<file path="src/rtl/ahb_pkg.sv">
// rtl/ahb_pkg.sv - shared AHB-Lite encodings and select constants for the slave mux
//
// Purpose : HTRANS/HRESP encodings, port count, one-hot data-phase select
//           layout and the default-slave FSM state type.
// Ports   : none (package).
package ahb_pkg;

  typedef enum logic [1:0] {
    HTRANS_IDLE   = 2'b00,
    HTRANS_BUSY   = 2'b01,
    HTRANS_NONSEQ = 2'b10,
    HTRANS_SEQ    = 2'b11
  } htrans_t;

  localparam logic HRESP_OKAY  = 1'b0;
  localparam logic HRESP_ERROR = 1'b1;

  // Mapped slave ports; the default slave takes the slot after the last one.
  localparam int NPORT = 5;
  localparam int NSEL  = NPORT + 1;

  localparam int SEL_P0  = 0;
  localparam int SEL_P1  = 1;
  localparam int SEL_P2  = 2;
  localparam int SEL_P3  = 3;
  localparam int SEL_P4  = 4;
  localparam int SEL_DEF = 5;

  typedef logic [NSEL-1:0] sel_t;

  localparam sel_t SEL_DEF_OH = sel_t'(1) << SEL_DEF;

  typedef enum logic [1:0] {
    D_IDLE = 2'b00,
    D_ERR1 = 2'b01,
    D_ERR2 = 2'b10
  } dslv_state_t;

  // True for NONSEQ and SEQ, the transfer types that demand a response.
  function automatic logic htrans_active(input logic [1:0] htrans);
    return (htrans == HTRANS_NONSEQ) || (htrans == HTRANS_SEQ);
  endfunction

endpackage

</file>
<file path="src/rtl/ahblite_default_slave.sv">
// rtl/ahblite_default_slave.sv - default slave giving two-cycle ERROR to unmapped active transfers
//
// Purpose : answers every address phase that no mapped slave claims.
//           Active transfers get the AHB two-cycle ERROR (ready low, then
//           ready high, both with resp=ERROR); IDLE/BUSY get zero-wait OKAY.
// Ports   : HCLK      in   clock
//           HRESET    in   synchronous active-high reset
//           HSEL_def  in   default slave owns the current address phase
//           HTRANS    in   master transfer type
//           HREADY    in   shared bus ready (the mux output)
//           HREADYOUT out  default slave ready
//           HRESP     out  default slave response
module ahblite_default_slave
  import ahb_pkg::*;
(
  input  logic       HCLK,
  input  logic       HRESET,
  input  logic       HSEL_def,
  input  logic [1:0] HTRANS,
  input  logic       HREADY,
  output logic       HREADYOUT,
  output logic       HRESP
);

  dslv_state_t state, state_nxt;
  logic        take_err;

  // An address phase is only accepted when the bus is ready; ERR2 drives
  // ready high so a back-to-back unmapped transfer is accepted there too.
  assign take_err = HREADY & HSEL_def & htrans_active(HTRANS);

  always_ff @(posedge HCLK) begin
    if (HRESET) begin
      state <= D_IDLE;
    end else begin
      state <= state_nxt;
    end
  end

  always_comb begin
    state_nxt = D_IDLE;
    case (state)
      D_IDLE:  state_nxt = take_err ? D_ERR1 : D_IDLE;
      D_ERR1:  state_nxt = D_ERR2;
      D_ERR2:  state_nxt = take_err ? D_ERR1 : D_IDLE;
      default: state_nxt = D_IDLE;
    endcase
  end

  always_comb begin
    HREADYOUT = 1'b1;
    HRESP     = HRESP_OKAY;
    case (state)
      D_IDLE: begin
        HREADYOUT = 1'b1;
        HRESP     = HRESP_OKAY;
      end
      D_ERR1: begin
        HREADYOUT = 1'b0;
        HRESP     = HRESP_ERROR;
      end
      D_ERR2: begin
        HREADYOUT = 1'b1;
        HRESP     = HRESP_ERROR;
      end
      default: begin
        HREADYOUT = 1'b1;
        HRESP     = HRESP_OKAY;
      end
    endcase
  end

endmodule

</file>
<file path="src/rtl/ahblite_slave_mux.sv">
// rtl/ahblite_slave_mux.sv - AHB-Lite data-phase slave multiplexer with built-in default slave
//
// Purpose : qualifies the decoder selects in the address phase, registers
//           the data-phase owner, and returns that owner's ready/response/
//           read data to the master. Unclaimed address phases go to the
//           internal default slave.
// Ports   : HCLK                 in   clock
//           HRESET               in   synchronous active-high reset
//           HTRANS[1:0]          in   master transfer type
//           P0..P4_HSEL          in   decoder selects (address phase)
//           P0..P4_HREADYOUT     in   slave ready
//           P0..P4_HRESP         in   slave response
//           P0..P4_HRDATA[31:0]  in   slave read data
//           HREADY               out  muxed ready to master and all slaves
//           HRESP                out  muxed response
//           HRDATA[31:0]         out  muxed read data
module ahblite_slave_mux
  import ahb_pkg::*;
#(
  parameter int Port0_en = 1,
  parameter int Port1_en = 1,
  parameter int Port2_en = 1,
  parameter int Port3_en = 1,
  parameter int Port4_en = 0
) (
  input  logic        HCLK,
  input  logic        HRESET,
  input  logic [1:0]  HTRANS,
  input  logic        P0_HSEL,
  input  logic        P1_HSEL,
  input  logic        P2_HSEL,
  input  logic        P3_HSEL,
  input  logic        P4_HSEL,
  input  logic        P0_HREADYOUT,
  input  logic        P1_HREADYOUT,
  input  logic        P2_HREADYOUT,
  input  logic        P3_HREADYOUT,
  input  logic        P4_HREADYOUT,
  input  logic        P0_HRESP,
  input  logic        P1_HRESP,
  input  logic        P2_HRESP,
  input  logic        P3_HRESP,
  input  logic        P4_HRESP,
  input  logic [31:0] P0_HRDATA,
  input  logic [31:0] P1_HRDATA,
  input  logic [31:0] P2_HRDATA,
  input  logic [31:0] P3_HRDATA,
  input  logic [31:0] P4_HRDATA,
  output logic        HREADY,
  output logic        HRESP,
  output logic [31:0] HRDATA
);

  logic [NPORT-1:0] port_en;
  logic [NPORT-1:0] hsel_raw;
  logic [NPORT-1:0] hsel_eff;
  logic [NPORT-1:0] ready_in;
  logic [NPORT-1:0] resp_in;
  logic [31:0]      rdata_in [NPORT];

  sel_t owner;
  sel_t sel_q;
  logic def_ready;
  logic def_resp;

  assign port_en  = {Port4_en != 0, Port3_en != 0, Port2_en != 0,
                     Port1_en != 0, Port0_en != 0};
  assign hsel_raw = {P4_HSEL, P3_HSEL, P2_HSEL, P1_HSEL, P0_HSEL};
  assign ready_in = {P4_HREADYOUT, P3_HREADYOUT, P2_HREADYOUT,
                     P1_HREADYOUT, P0_HREADYOUT};
  assign resp_in  = {P4_HRESP, P3_HRESP, P2_HRESP, P1_HRESP, P0_HRESP};

  assign rdata_in[0] = P0_HRDATA;
  assign rdata_in[1] = P1_HRDATA;
  assign rdata_in[2] = P2_HRDATA;
  assign rdata_in[3] = P3_HRDATA;
  assign rdata_in[4] = P4_HRDATA;

  // A select on an absent port is ignored so it falls through to the
  // default slave rather than into a port nobody answers.
  assign hsel_eff = hsel_raw & port_en;

  // Address-phase owner. Scanning high to low lets the lowest asserted
  // index overwrite the others, keeping multi-hot decoder faults
  // deterministic.
  always_comb begin
    owner = SEL_DEF_OH;
    for (int k = NPORT - 1; k >= 0; k--) begin
      if (hsel_eff[k]) begin
        owner = sel_t'(1) << k;
      end
    end
  end

  // Data-phase owner advances only on a completed bus cycle; a stalling
  // slave therefore holds the mux on itself for as long as it likes.
  always_ff @(posedge HCLK) begin
    if (HRESET) begin
      sel_q <= SEL_DEF_OH;
    end else if (HREADY) begin
      sel_q <= owner;
    end
  end

  ahblite_default_slave u_default_slave (
    .HCLK      (HCLK),
    .HRESET    (HRESET),
    .HSEL_def  (owner[SEL_DEF]),
    .HTRANS    (HTRANS),
    .HREADY    (HREADY),
    .HREADYOUT (def_ready),
    .HRESP     (def_resp)
  );

  // Return path is purely combinational from the registered owner, so a
  // mapped slave sees no added latency.
  always_comb begin
    HREADY = def_ready;
    HRESP  = def_resp;
    HRDATA = 32'h0;
    for (int k = 0; k < NPORT; k++) begin
      if (sel_q[k]) begin
        HREADY = ready_in[k];
        HRESP  = resp_in[k];
        HRDATA = rdata_in[k];
      end
    end
  end

endmodule

</file>
<file path="config.mk">
export PLATFORM = sky130hd
export DESIGN_NAME = ahblite_slave_mux
export DESIGN_NICKNAME = d
export VERILOG_FILES = /design/src/rtl/ahb_pkg.sv /design/src/rtl/ahblite_default_slave.sv /design/src/rtl/ahblite_slave_mux.sv
export SDC_FILE = /design/constraint.sdc
export NUM_CORES = 1
export LEC_CHECK = 0
export CORE_AREA = 2 2 83 85
export CTS_CLUSTER_DIAMETER = 30
export DETAILED_ROUTE_END_ITERATION = 7
export DIE_AREA = 0 0 85 87
export PLACE_DENSITY_LB_ADDON = 0.3
export SLEW_MARGIN = 10
export SYNTH_ARGS = -nofsm -noshare
export SYNTH_HDL_FRONTEND = slang
export SYNTH_HIERARCHICAL = 1
export SYNTH_SLANG_ARGS = --single-unit
</file>
<file path="constraint.sdc">
create_clock -name HCLK -period 2.6 [get_ports HCLK]
set_clock_uncertainty 0.05 [all_clocks]
set_input_delay 0.65 -clock HCLK [delete_from_list [all_inputs] [get_ports HCLK]]
set_output_delay 0.65 -clock HCLK [all_outputs]
set_load 0.01 [all_outputs]
</file>
==> parameters.txt <==
Parameter                              Value

Clock tree
  Cell at the root of the clock tree ... sky130_fd_sc_hd__clkbuf_8
  TritonCTS clock tree ... done
  Number of clock sinks ... 6
  Clock transition at the register clock pins on the worst setup and hold paths after CTS ... 40 ps
  Clock buffer count from CTS ... 3
  Deepest clock path buffer count ... 2
  H-tree lvl count ... 1
  Worst skew pair latency ... 220 ps

Run
  Max-cap violations ... 0

Pwr
  Worst ir drop on vdd ... 0.1956 mV
  Leakage ... 1.264 nW
  Total Power ... 847.4 uW
  Pwr dens ... 256.5 mW/mm^2

Worst setup path
  Flop2flop setup slack ... 1140 ps
  CP Capture Type ... output pin
  Cell-by-cell listing of the critical path ... clkdlybuf4s50_1 > a221oi_1 > o31ai_1 > dlygate4sd2_1
  Critical path's largest stage delay ... 460 ps
  Required time reported for the critical path endpoint ... between 1500 and 2000 ps
  Depth of the most critical reg-to-reg path ... 8
  Worst reg2reg endpoint ... sel_q[2]
  Critical R2R Launch ... u_default_slave/state[1]
  Cell with the largest stage delay on the worst path ... sky130_fd_sc_hd__clkdlybuf4s50_1
  Category of the critical setup timing path ... in2out
  Maximum fanout along the worst path ... 1
  Worst endpoint data arrival time ... 1810 ps
  Startpoint types ... primary input

Placement
  Placer's final routability congestion estimate ... 0.7498
  Dpl hpwl ... 5140 um
  Placed Cells ... 446
  Port-buffer cells ... 176

Route
  Detailed-route DRC error count ... 0
  Post-detailed-route count of antenna-violating nets ... 0
  Length of the first detailed-routing pass in iterations ... 4
  Total detailed-routing wirelength ... 6498 um
  Per-cell routed wire length ... ~14 um
  Per-cell via count in the routed design ... 4.933
  Number of vias in the routed layout ... 2220
  Drt initial violations ... 93

STA
  Endpoints failing setup ... 0
  Fmax achieved ... around 400 MHz
  Worst Max-Slew Pin Slew ... ~290 ps
  Worst rel slew slack ... 0.8051
  Worst hold slack ... 569.4 ps
  Fin crit period ... between 2000 and 3000 ps
  Final Slew Violations ... 0
  Setup TNS ... 0 ps
  Final number of hold-violating endpoints ... 0
  Setup repair after global routing missed its margin ... no
  Final period util ... 0.9642

Layout
  Fill count ... 650
  Layout cells sized above 1 ... 0.08108
  Layout Area Growth over Synthesis ... 137.4%
  Number of non-filler instances in the completed layout ... 450
  Number of nets in the layout ... 556
  Sequential Area ... about 120 um^2
  Final core area utilization ... 0.5029
  Diode insertion count for antenna repair ... 0
  Area occupied by multi-input gates ... between 0.001 and 0.0015 mm^2

Global routing
  Initial antenna violation count ... 0
  Pin count of the biggest net entering global routing ... 38
  Via count of the first global-routing pass ... a little over 2000
  Total congestion overflow after global routing ... 0
  Wire length of the first global-routing pass ... slightly below 10000 um
  Total global routing track utilization ... 0.1566

Synth
  Number of distinct library cells after synthesis ... 25
  Top-area cell type share of the netlist area ... 0.2014
  Most numerous cell in the Yosys netlist ... sky130_fd_sc_hd__nand2_1
  Mean instance size in the synthesized netlist ... approximately 7 um^2
  Synthesized area ... 0.001391 mm^2
  Top post-synthesis cells by area ... sky130_fd_sc_hd__a221oi_1 20%, sky130_fd_sc_hd__o31ai_1 17%, sky130_fd_sc_hd__nor2b_1 15%, sky130_fd_sc_hd__nand2_1 9.7%, sky130_fd_sc_hd__dfxtp_1 8.6%
  Number of nets produced by synthesis ... roughly 380
  Cell count after synthesis ... 199
  Commonest cells post-synth ... 36 x sky130_fd_sc_hd__nand2_1, 34 x sky130_fd_sc_hd__nor2b_1, 32 x sky130_fd_sc_hd__a221oi_1, 32 x sky130_fd_sc_hd__o31ai_1, 10 x sky130_fd_sc_hd__clkbuf_1
  Yosys warns ... 6
  Sequential share of the synthesized area ... 0.08633
  Number of enable flip-flop cells after synthesis ... 0
  Prevailing post-synth register cell ... sky130_fd_sc_hd__dfxtp_1
  Cell type with the largest total area after synthesis ... sky130_fd_sc_hd__a221oi_1
  Async set-or-reset flop fraction in the synthesized netlist ... 0
  Total of flip-flops plus latches after synthesis ... 6

Hold path
  Type of the most critical hold path ... reg2reg
  Cells on Worst Hold Path ... 3
  Start point of the worst min-delay path ... sel_q[0]
  Hold EP ... sel_q[0]

Floorplan
  Number of top-level pins ... approximately 210
  Core outline area ... 0.006569 mm^2
  Num rows ... 30
  Height of the die ... a little under 90 um
  Die extent in x ... around 85 um
  Effective utilization at floorplan ... 0.2118
  Die area ... approximately 0.0074 mm^2

Status
  Run status ... completed
## cell usage in the layout (no fill, tap or decap), drive strengths merged
| cell | Yosys | layout |
|---|---|---|
| a211oi | 1 | 1 |
| nand2b | 4 | 4 |
| mux2i | 6 | 6 |
| dfxtp | 6 | 6 |
| a21o | 1 | 1 |
| o31ai | 32 | 32 |
| nor2 | 3 | 3 |
| nor2b | 34 | 34 |
| a221oi | 33 | 33 |
| inv | 5 | 5 |
| clkdlybuf4s50 | 0 | 142 |
| nor3 | 1 | 1 |
| nor4 | 2 | 2 |
| or4b | 1 | 1 |
| o21ai | 2 | 2 |
| a21oi | 1 | 1 |
| clkbuf | 10 | 5 |
| a22oi | 1 | 1 |
| buf | 13 | 15 |
| nand3 | 1 | 1 |
| dlygate4sd2 | 0 | 32 |
| ha | 5 | 5 |
| or3b | 1 | 1 |
| nand2 | 36 | 36 |
## power breakdown
part | leakage, nW | switching [mW] | internal, mW
clock | 0.0216 | 0.0361 | 0.0991
sequential | 0.0498 | 0.00770 | 0.0977
combinational | 1.19 | 0.229 | 0.378
## how the worst max path moves through the flow
stage                        from    endpoint  slack [ps]  cells after the start
CTS                  P1_HREADYOUT      HREADY          10                      6
floorplan            P2_HREADYOUT      HREADY         630                      4
finish              P1_HRDATA[12]  HRDATA[12]          90                      4
detailed placement   P2_HREADYOUT      HREADY        -340                      6
global placement     P2_HREADYOUT      HREADY        -330                      6
global route         P1_HREADYOUT      HREADY          30                      6
## worst max-delay path, delay by kind of cell
family                 cells  cell delay (ps)
buffers and inverters      2              770
AOI/OAI and AO/OA          2              390
## what timing repair did
item / 4_1_cts / 5_1_grt
hold buffers: 0 / 0
endpoints found under the setup margin: 34 / 2
resized for setup: 36 / 4
pin swaps: 2 / 1
setup buffers: 1 / 0
## routing by layer
layer  track usage  wire length, um  up-vias
met5             0                0        -
met4       0.01876               23        0
met3       0.02275              521        2
met2        0.2905             3207       98
met1        0.1967             2745     1019
li1              -                -     1101
## per-stage QoR
| stage | worst slack [ps] | area [um^2] |
|---|---|---|
| floorplan | 633.7 | 1391 |
| global placement | -331.8 | 3298 |
| detailed placement | -337.6 | 3298 |
| CTS | 14.31 | 3312 |
| global route | 32.78 | 3303 |
| finish | 93.17 | 3303 |
## sequential cells by signal, indices dropped and copies added, names as in the netlist
register and cells:
sel_q 4, u_default_slave/state 2
## logic make-up after synthesis
group,after synthesis,synth area share
AOI/OAI and AO/OA,71,0.4191
DFF,6,0.08633
buffers and inverters,28,0.09623
adders and majority gates,5,0.04496
and+or+nand+nor,83,0.3102
muxes,6,0.04317
## final cells by class
type	count	share of cell area
Multi-Input combinational cell	165	0.3470
Inverter	5	0.005682
Tap cell	80	0.03030
Clock buffer	3	0.01250
Sequential cell	6	0.03712
Timing Repair Buffer	191	0.5674
Power figures use the tool's default switching activity.
